**config.mk**
```make
export PLATFORM = sky130hd
export DESIGN_NAME = nlc_input_sequencer_flat
export DESIGN_NICKNAME = d
export VERILOG_FILES = /design/src/rtl/nlc_input_sequencer_pkg.sv /design/src/rtl/nlc_input_sequencer_if.sv /design/src/rtl/nlc_sample_fifo.sv /design/src/rtl/nlc_input_sequencer.sv /design/src/flat_wrapper.sv
export SDC_FILE = /design/constraint.sdc
export NUM_CORES = 1
export LEC_CHECK = 0
export CORE_ASPECT_RATIO = 1.2
export CORE_MARGIN = 2
export CORE_UTILIZATION = 45
export DETAILED_ROUTE_END_ITERATION = 7
export GPL_TIMING_DRIVEN = 0
export PLACE_DENSITY = 0.73
export SLEW_MARGIN = 15
export SYNTH_ARGS = -nofsm -noshare
export SYNTH_HDL_FRONTEND = slang
export SYNTH_SLANG_ARGS = --single-unit
```
**constraint.sdc**
```tcl
create_clock -name clk -period 9.75 [get_ports clk]
set_input_delay 1.95 -clock clk [delete_from_list [all_inputs] [get_ports clk]]
set_output_delay 1.95 -clock clk [all_outputs]
set_load 0.05 [all_outputs]
```
**src/rtl/nlc_input_sequencer_pkg.sv**
```systemverilog
// Shared constants and state encoding for the NLC input sequencer.
package nlc_input_sequencer_pkg;
    localparam int SAMPLE_W     = 21;
    localparam int OVF_CNT_W    = 8;
    localparam int ISSUED_CNT_W = 16;

    typedef enum logic [1:0] {
        IDLE,
        ISSUE,
        BUSY
    } seq_state_e;
endpackage

```
**src/rtl/nlc_input_sequencer_if.sv**
```systemverilog
// ADC sample stream in, NLC sample handshake out.
interface nlc_input_sequencer_if;
    import nlc_input_sequencer_pkg::*;

    logic                adc_valid;
    logic [SAMPLE_W-1:0] adc_data;
    logic                srdyi;
    logic [SAMPLE_W-1:0] x_adc;
    logic                srdyo;

    // master: the sequencer; slave: the ADC/NLC side
    modport master (input adc_valid, adc_data, srdyo, output srdyi, x_adc);
    modport slave  (output adc_valid, adc_data, srdyo, input srdyi, x_adc);
endinterface

```
**src/rtl/nlc_sample_fifo.sv**
```systemverilog
// Synchronous sample FIFO; the head comes straight from storage flops, so there is
// no fall-through path from push_data to head.
module nlc_sample_fifo #(
    parameter int DEPTH = 8,
    parameter int WIDTH = 21
) (
    input  logic                     clk,
    input  logic                     reset,
    input  logic                     push,
    input  logic [WIDTH-1:0]         push_data,
    input  logic                     pop,
    output logic [WIDTH-1:0]         head,
    output logic                     full,
    output logic                     empty,
    output logic [$clog2(DEPTH):0]   level
);
    localparam int AW = $clog2(DEPTH);

    logic [WIDTH-1:0] mem [DEPTH];
    logic [AW-1:0]    wr_ptr;
    logic [AW-1:0]    rd_ptr;
    logic [AW:0]      level_q;
    logic             push_ok;
    logic             pop_ok;

    // A push into a full FIFO is legal only when a pop frees the slot the same edge.
    assign pop_ok  = pop && (level_q != '0);
    assign push_ok = push && ((level_q != (AW+1)'(DEPTH)) || pop_ok);

    always_ff @(posedge clk) begin
        if (reset) begin
            wr_ptr  <= '0;
            rd_ptr  <= '0;
            level_q <= '0;
        end else begin
            if (push_ok) wr_ptr <= wr_ptr + 1'b1;
            if (pop_ok)  rd_ptr <= rd_ptr + 1'b1;
            case ({push_ok, pop_ok})
                2'b10:   level_q <= level_q + 1'b1;
                2'b01:   level_q <= level_q - 1'b1;
                default: level_q <= level_q;
            endcase
        end
    end

    always_ff @(posedge clk) begin
        if (push_ok) mem[wr_ptr] <= push_data;
    end

    assign head  = mem[rd_ptr];
    assign level = level_q;
    assign full  = (level_q == (AW+1)'(DEPTH));
    assign empty = (level_q == '0);
endmodule

```
**src/rtl/nlc_input_sequencer.sv**
```systemverilog
// Buffers free-running ADC samples and hands them one at a time to the NLC,
// waiting for srdyo (or a timeout) before issuing the next.
module nlc_input_sequencer
    import nlc_input_sequencer_pkg::*;
#(
    parameter int DEPTH   = 8,
    parameter int TIMEOUT = 63
) (
    input  logic                       clk,
    input  logic                       reset,
    nlc_input_sequencer_if.master      io,
    input  logic                       clear_flags,
    output logic                       busy,
    output logic [$clog2(DEPTH):0]     fifo_level,
    output logic                       overflow,
    output logic                       timeout,
    output logic [OVF_CNT_W-1:0]       overflow_cnt,
    output logic [ISSUED_CNT_W-1:0]    issued_cnt
);
    localparam int TMR_W = (TIMEOUT < 1) ? 1 : $clog2(TIMEOUT + 1);

    function automatic logic [OVF_CNT_W-1:0] sat_inc(input logic [OVF_CNT_W-1:0] v);
        return (v == '1) ? v : v + 1'b1;
    endfunction

    seq_state_e            state_q;
    seq_state_e            state_d;
    logic [TMR_W-1:0]      timer_q;
    logic                  srdyi_q;
    logic [SAMPLE_W-1:0]   x_adc_q;
    logic                  fifo_push;
    logic                  fifo_pop;
    logic                  fifo_full;
    logic                  fifo_empty;
    logic [SAMPLE_W-1:0]   fifo_head;
    logic                  ovf_evt;
    logic                  to_evt;

    nlc_sample_fifo #(
        .DEPTH (DEPTH),
        .WIDTH (SAMPLE_W)
    ) u_fifo (
        .clk       (clk),
        .reset     (reset),
        .push      (fifo_push),
        .push_data (io.adc_data),
        .pop       (fifo_pop),
        .head      (fifo_head),
        .full      (fifo_full),
        .empty     (fifo_empty),
        .level     (fifo_level)
    );

    // The ADC cannot stall: a sample is lost only when no slot frees up this edge.
    assign fifo_push = io.adc_valid && (!fifo_full || fifo_pop);
    assign ovf_evt   = io.adc_valid && fifo_full && !fifo_pop;

    always_comb begin
        state_d  = state_q;
        fifo_pop = 1'b0;
        to_evt   = 1'b0;
        case (state_q)
            IDLE: begin
                if (!fifo_empty) begin
                    state_d  = ISSUE;
                    fifo_pop = 1'b1;
                end
            end
            ISSUE: state_d = BUSY;
            BUSY: begin
                // srdyo wins over an expiring timer
                if (io.srdyo) begin
                    state_d = IDLE;
                end else if (timer_q == TMR_W'(TIMEOUT)) begin
                    state_d = IDLE;
                    to_evt  = 1'b1;
                end
            end
            default: state_d = IDLE;
        endcase
    end

    always_ff @(posedge clk) begin
        if (reset) state_q <= IDLE;
        else       state_q <= state_d;
    end

    always_ff @(posedge clk) begin
        if (reset) begin
            timer_q    <= '0;
            srdyi_q    <= 1'b0;
            x_adc_q    <= '0;
            issued_cnt <= '0;
        end else begin
            srdyi_q <= (state_d == ISSUE);
            if (fifo_pop) x_adc_q <= fifo_head;
            if (state_q == ISSUE) begin
                timer_q    <= '0;
                issued_cnt <= issued_cnt + 1'b1;
            end else if (state_q == BUSY) begin
                timer_q <= timer_q + 1'b1;
            end
        end
    end

    // Sticky flags: a new event on the same edge as clear_flags takes priority.
    always_ff @(posedge clk) begin
        if (reset) begin
            overflow     <= 1'b0;
            timeout      <= 1'b0;
            overflow_cnt <= '0;
        end else begin
            if (ovf_evt) begin
                overflow     <= 1'b1;
                overflow_cnt <= clear_flags ? OVF_CNT_W'(1) : sat_inc(overflow_cnt);
            end else if (clear_flags) begin
                overflow     <= 1'b0;
                overflow_cnt <= '0;
            end
            if (to_evt)           timeout <= 1'b1;
            else if (clear_flags) timeout <= 1'b0;
        end
    end

    assign busy     = (state_q != IDLE);
    assign io.srdyi = srdyi_q;
    assign io.x_adc = x_adc_q;
endmodule
```
**src/flat_wrapper.sv**
```systemverilog
// flat-port wrapper written by rule: the top's interface ports become plain ports
module nlc_input_sequencer_flat import nlc_input_sequencer_pkg::*;
#(
    parameter int DEPTH   = 8,
    parameter int TIMEOUT = 63
)
  (clk, reset, clear_flags, busy, fifo_level, overflow, timeout, overflow_cnt, issued_cnt, io_adc_valid, io_adc_data, io_srdyo, io_srdyi, io_x_adc);
  nlc_input_sequencer_if io_i ();
  input  logic clk;
  input  logic reset;
  input  logic clear_flags;
  output logic busy;
  output logic [$clog2(DEPTH):0] fifo_level;
  output logic overflow;
  output logic timeout;
  output logic [OVF_CNT_W-1:0] overflow_cnt;
  output logic [ISSUED_CNT_W-1:0] issued_cnt;
  input wire logic [$bits(io_i.adc_valid)-1:0] io_adc_valid;
  input wire logic [$bits(io_i.adc_data)-1:0] io_adc_data;
  input wire logic [$bits(io_i.srdyo)-1:0] io_srdyo;
  output wire logic [$bits(io_i.srdyi)-1:0] io_srdyi;
  output wire logic [$bits(io_i.x_adc)-1:0] io_x_adc;
  assign io_i.adc_valid = io_adc_valid;
  assign io_i.adc_data = io_adc_data;
  assign io_i.srdyo = io_srdyo;
  assign io_srdyi = io_i.srdyi;
  assign io_x_adc = io_i.x_adc;
  nlc_input_sequencer #(.DEPTH(DEPTH), .TIMEOUT(TIMEOUT)) u_core (.clk(clk), .reset(reset), .io(io_i), .clear_flags(clear_flags), .busy(busy), .fifo_level(fifo_level), .overflow(overflow), .timeout(timeout), .overflow_cnt(overflow_cnt), .issued_cnt(issued_cnt));
endmodule
```
==> results.ini, run 1 <==
[grt]
grt_max_degree = 22
grt_pass1_vias = 5524
grt_use_total = 0.183
grt_antenna_before_repair = 0
gr-total-overflow = 0
grt_pass1_wl_mm = 30.2

[pwr]
power_frac_comb = 0.269
power_density_nw_per_um2 = 268
power.clock.fraction = 0.335
p_leak_nw = 3.69
swShare = 0.302
net-switching-power_mw = 0.909
ir_worst_vdd_uv = 162
p_total_mw = 3.01
seqPwrFrac = 0.396
p_int_mw = 2.10

[timing]
finalHoldViolCount = 0
finClkSkew_ns = 0.0138
finalSetupViolCount = 0
drv_slew = 0
fin_crit_sh = 0.405
slew_headroom = 0.405
clock.fmax_mhz = 253
setup_ws_ns = 5.80
finalSetupTns_ns = 0
period_minus_slack_ns = 3.95
tightest_slew_ns = 0.892
holdWs_ns = 0.472
rsz0062_at_grt = no

[cts]
cts_made_buffers = 24
post_cts_resize_count = 0
htreeDepth = 1
worstSkewPairLatency_ns = 0.51
cts_tree = done
clk_path_buf_depth = 3
postCtsHoldBufs = 0
post-cts-setup-buffers = 0
clockRootBuffer = clkbuf_16
cts_sinks = 234
cts.clk_slew.worst_paths_ns = 0.06

[critical_path]
cp.arrival_ns = 2.00
timing.rr.end = u_core.u_fifo.level[2]
end_kind = output pin
critical_path_class = flip-flop to output pin
crit_start = u_core.state_q[1]
crit_path_start_kind = flip-flop
cp.required_ns = 7.80
cp_max_fo = 7
worst-r2r-setup-slack_ns = 6.87
rr_worst_depth = 12
r2r-start = u_core.u_fifo.level[1]

[floorplan]
rows = 56
die_x_um = 134
initial_core_util = 0.462
die-area_um2 = 21300
core_area_um2 = 19600
ioPinCount = 79
die_h_um = 159

[logic_synthesis]
syn-cell-area_um2 = 9060
synth_ff_type = edfxtp_1
ys_warn_count = 0
avgSynthCellArea_um2 = 15.9
yosysSeqAreaShare = 0.703
ys_ff_latch = 234
ys_types = 53
async_reset_ff_frac = 0
synth_cells = 568
syn_nets = 602
synth_edf_count = 168

[finish]
final_common_cell = edfxtp_1
nNetsFinal = 720
drive_above_1_share = 0.189
syn2layout_area_growth_pct = 23.8
post-route-util = 0.572
mostFrequentLayoutCells = edfxtp_1 (168), clkdlybuf4s50_1 (78), dfxtp_1 (66)
antenna_cells = 0

[job]
cap_violations = 0

[placed_design]
place_ws_ns = 5.35
dp_hpwl_mm = 12.7
place_congestion = 0.802
io_buffers = 78

[routing]
routed_via_density = 5.57
num_vias = 5375
wire_per_inst_um = 20.1
drtIter0Drc = 458
first_pass_iters = 5
ant_nets = 0
detail_route.wirelength_mm = 19.4
drc = 0

[min_path]
hp-class = flip-flop to flip-flop
hp-start = u_core.overflow
hold_path_end = u_core.overflow
hold_depth = 2

[status]
status = complete, no violations

## cells by family after synthesis
| kind of cell | after synthesis | share of synthesized area |
|---|---|---|
| buf+inv | 32 | 0.0180 |
| fa+ha+maj | 8 | 0.0111 |
| simple gates | 162 | 0.0928 |
| compound gates | 62 | 0.0430 |
| flops | 234 | 0.703 |
| xor+xnor | 22 | 0.0213 |
| mux | 48 | 0.111 |
## registers in the layout, summed over array words and instances, names as in the netlist
signal and flops:
u_core.overflow 1, u_core.u_fifo.wr_ptr 3, u_core.issued_cnt 16, u_core.io.srdyi 1, u_core.u_fifo.level 4, u_core.u_fifo.rd_ptr 3
u_core.state_q 2, u_core.timer_q 6, u_core.overflow_cnt 8, u_core.u_fifo.mem 168, u_core.io.x_adc 21, u_core.timeout 1
## cell usage after synthesis, drive strengths merged, types with 8 or more instances
library cell,n,area share
buf,16,0.011
o22ai,22,0.015
nor3,28,0.017
edfxtp,168,0.56
ha,8,0.011
nor2,55,0.023
a21oi,17,0.0094
dfxtp,66,0.15
xor2,16,0.015
o21ai,9,0.0054
nand3,15,0.0083
nand2,16,0.0066
mux4,42,0.10
clkbuf,12,0.0050
## area by class of cell
| type | instances | area, um2 |
|---|---|---|
| sequential | 234 | 6370 |
| inverter | 4 | 15.0 |
| clock buffer | 30 | 654 |
| multi-input combinational | 302 | 2580 |
| timing repair buffer | 92 | 901 |
| fill | 1494 | 8400 |
| buffer | 28 | 148 |
| tap | 261 | 327 |
| clock inverter | 14 | 226 |
## worst max-delay path by stage
stage,to,slack [ns],depth (start not counted)
global route,busy,5.70,3
CTS,busy,5.78,3
global placement,u_core.u_fifo.mem[0][12],2.49,3
finish,busy,5.80,3
floorplan,u_core.u_fifo.mem[0][0],5.19,2
detailed placement,u_core.u_fifo.mem[0][12],5.35,6
## per-stage QoR
step,area [um2],cells
after floorplan,9060,568
after global placement,10200,907
after detailed placement,10300,921
after CTS,11200,965
after global routing,11200,965
final,11200,965
## worst max-delay path, stage by stage (launching register included)
cell and delay [ns]:
dfxtp_1 0.36, nor2_1 0.35, inv_1 0.08, clkdlybuf4s50_1 0.71
## layer usage
layer  global-route usage  wire, um  vias to the layer above
met3               0.0309      1150                       33
met4               0.0517       436                        0
li1                     -         -                     2456
met2                0.327      9970                      187
met1                0.230      7810                     2699
met5                    0         0                        -
## power groups by stage
stage,Clock (mW),Combinational (mW),Sequential (mW)
after floorplan,0,0.432,1.34
after global placement,0,0.788,1.21
after detailed placement,0,0.811,1.21
after CTS,1.02,0.819,1.19
after global routing,1.06,0.875,1.20
final,1.01,0.810,1.19
(Power assumes the default switching activity.)
==> run 2, diff against run 1 <==
clock period = 3.9 ns   (was 9.75 ns; I/O delays follow)
==> results of run 2 <==
Same layout as run 1 (identical final DEF). Status: complete, no violations.
Among the figures that moved: setup slack after placement 5.35 ns -> 0.675 ns; setup slack after layout 5.80 ns -> 1.02 ns; start point of the critical path u_core.state_q[1] -> u_core.u_fifo.level[1]; end point of the critical path busy -> u_core.u_fifo.level[2]; register-to-register setup slack 6.87 ns -> 1.02 ns; total power 3.01 mW -> 7.52 mW; worst IR drop on VDD 162 uV -> 406 uV
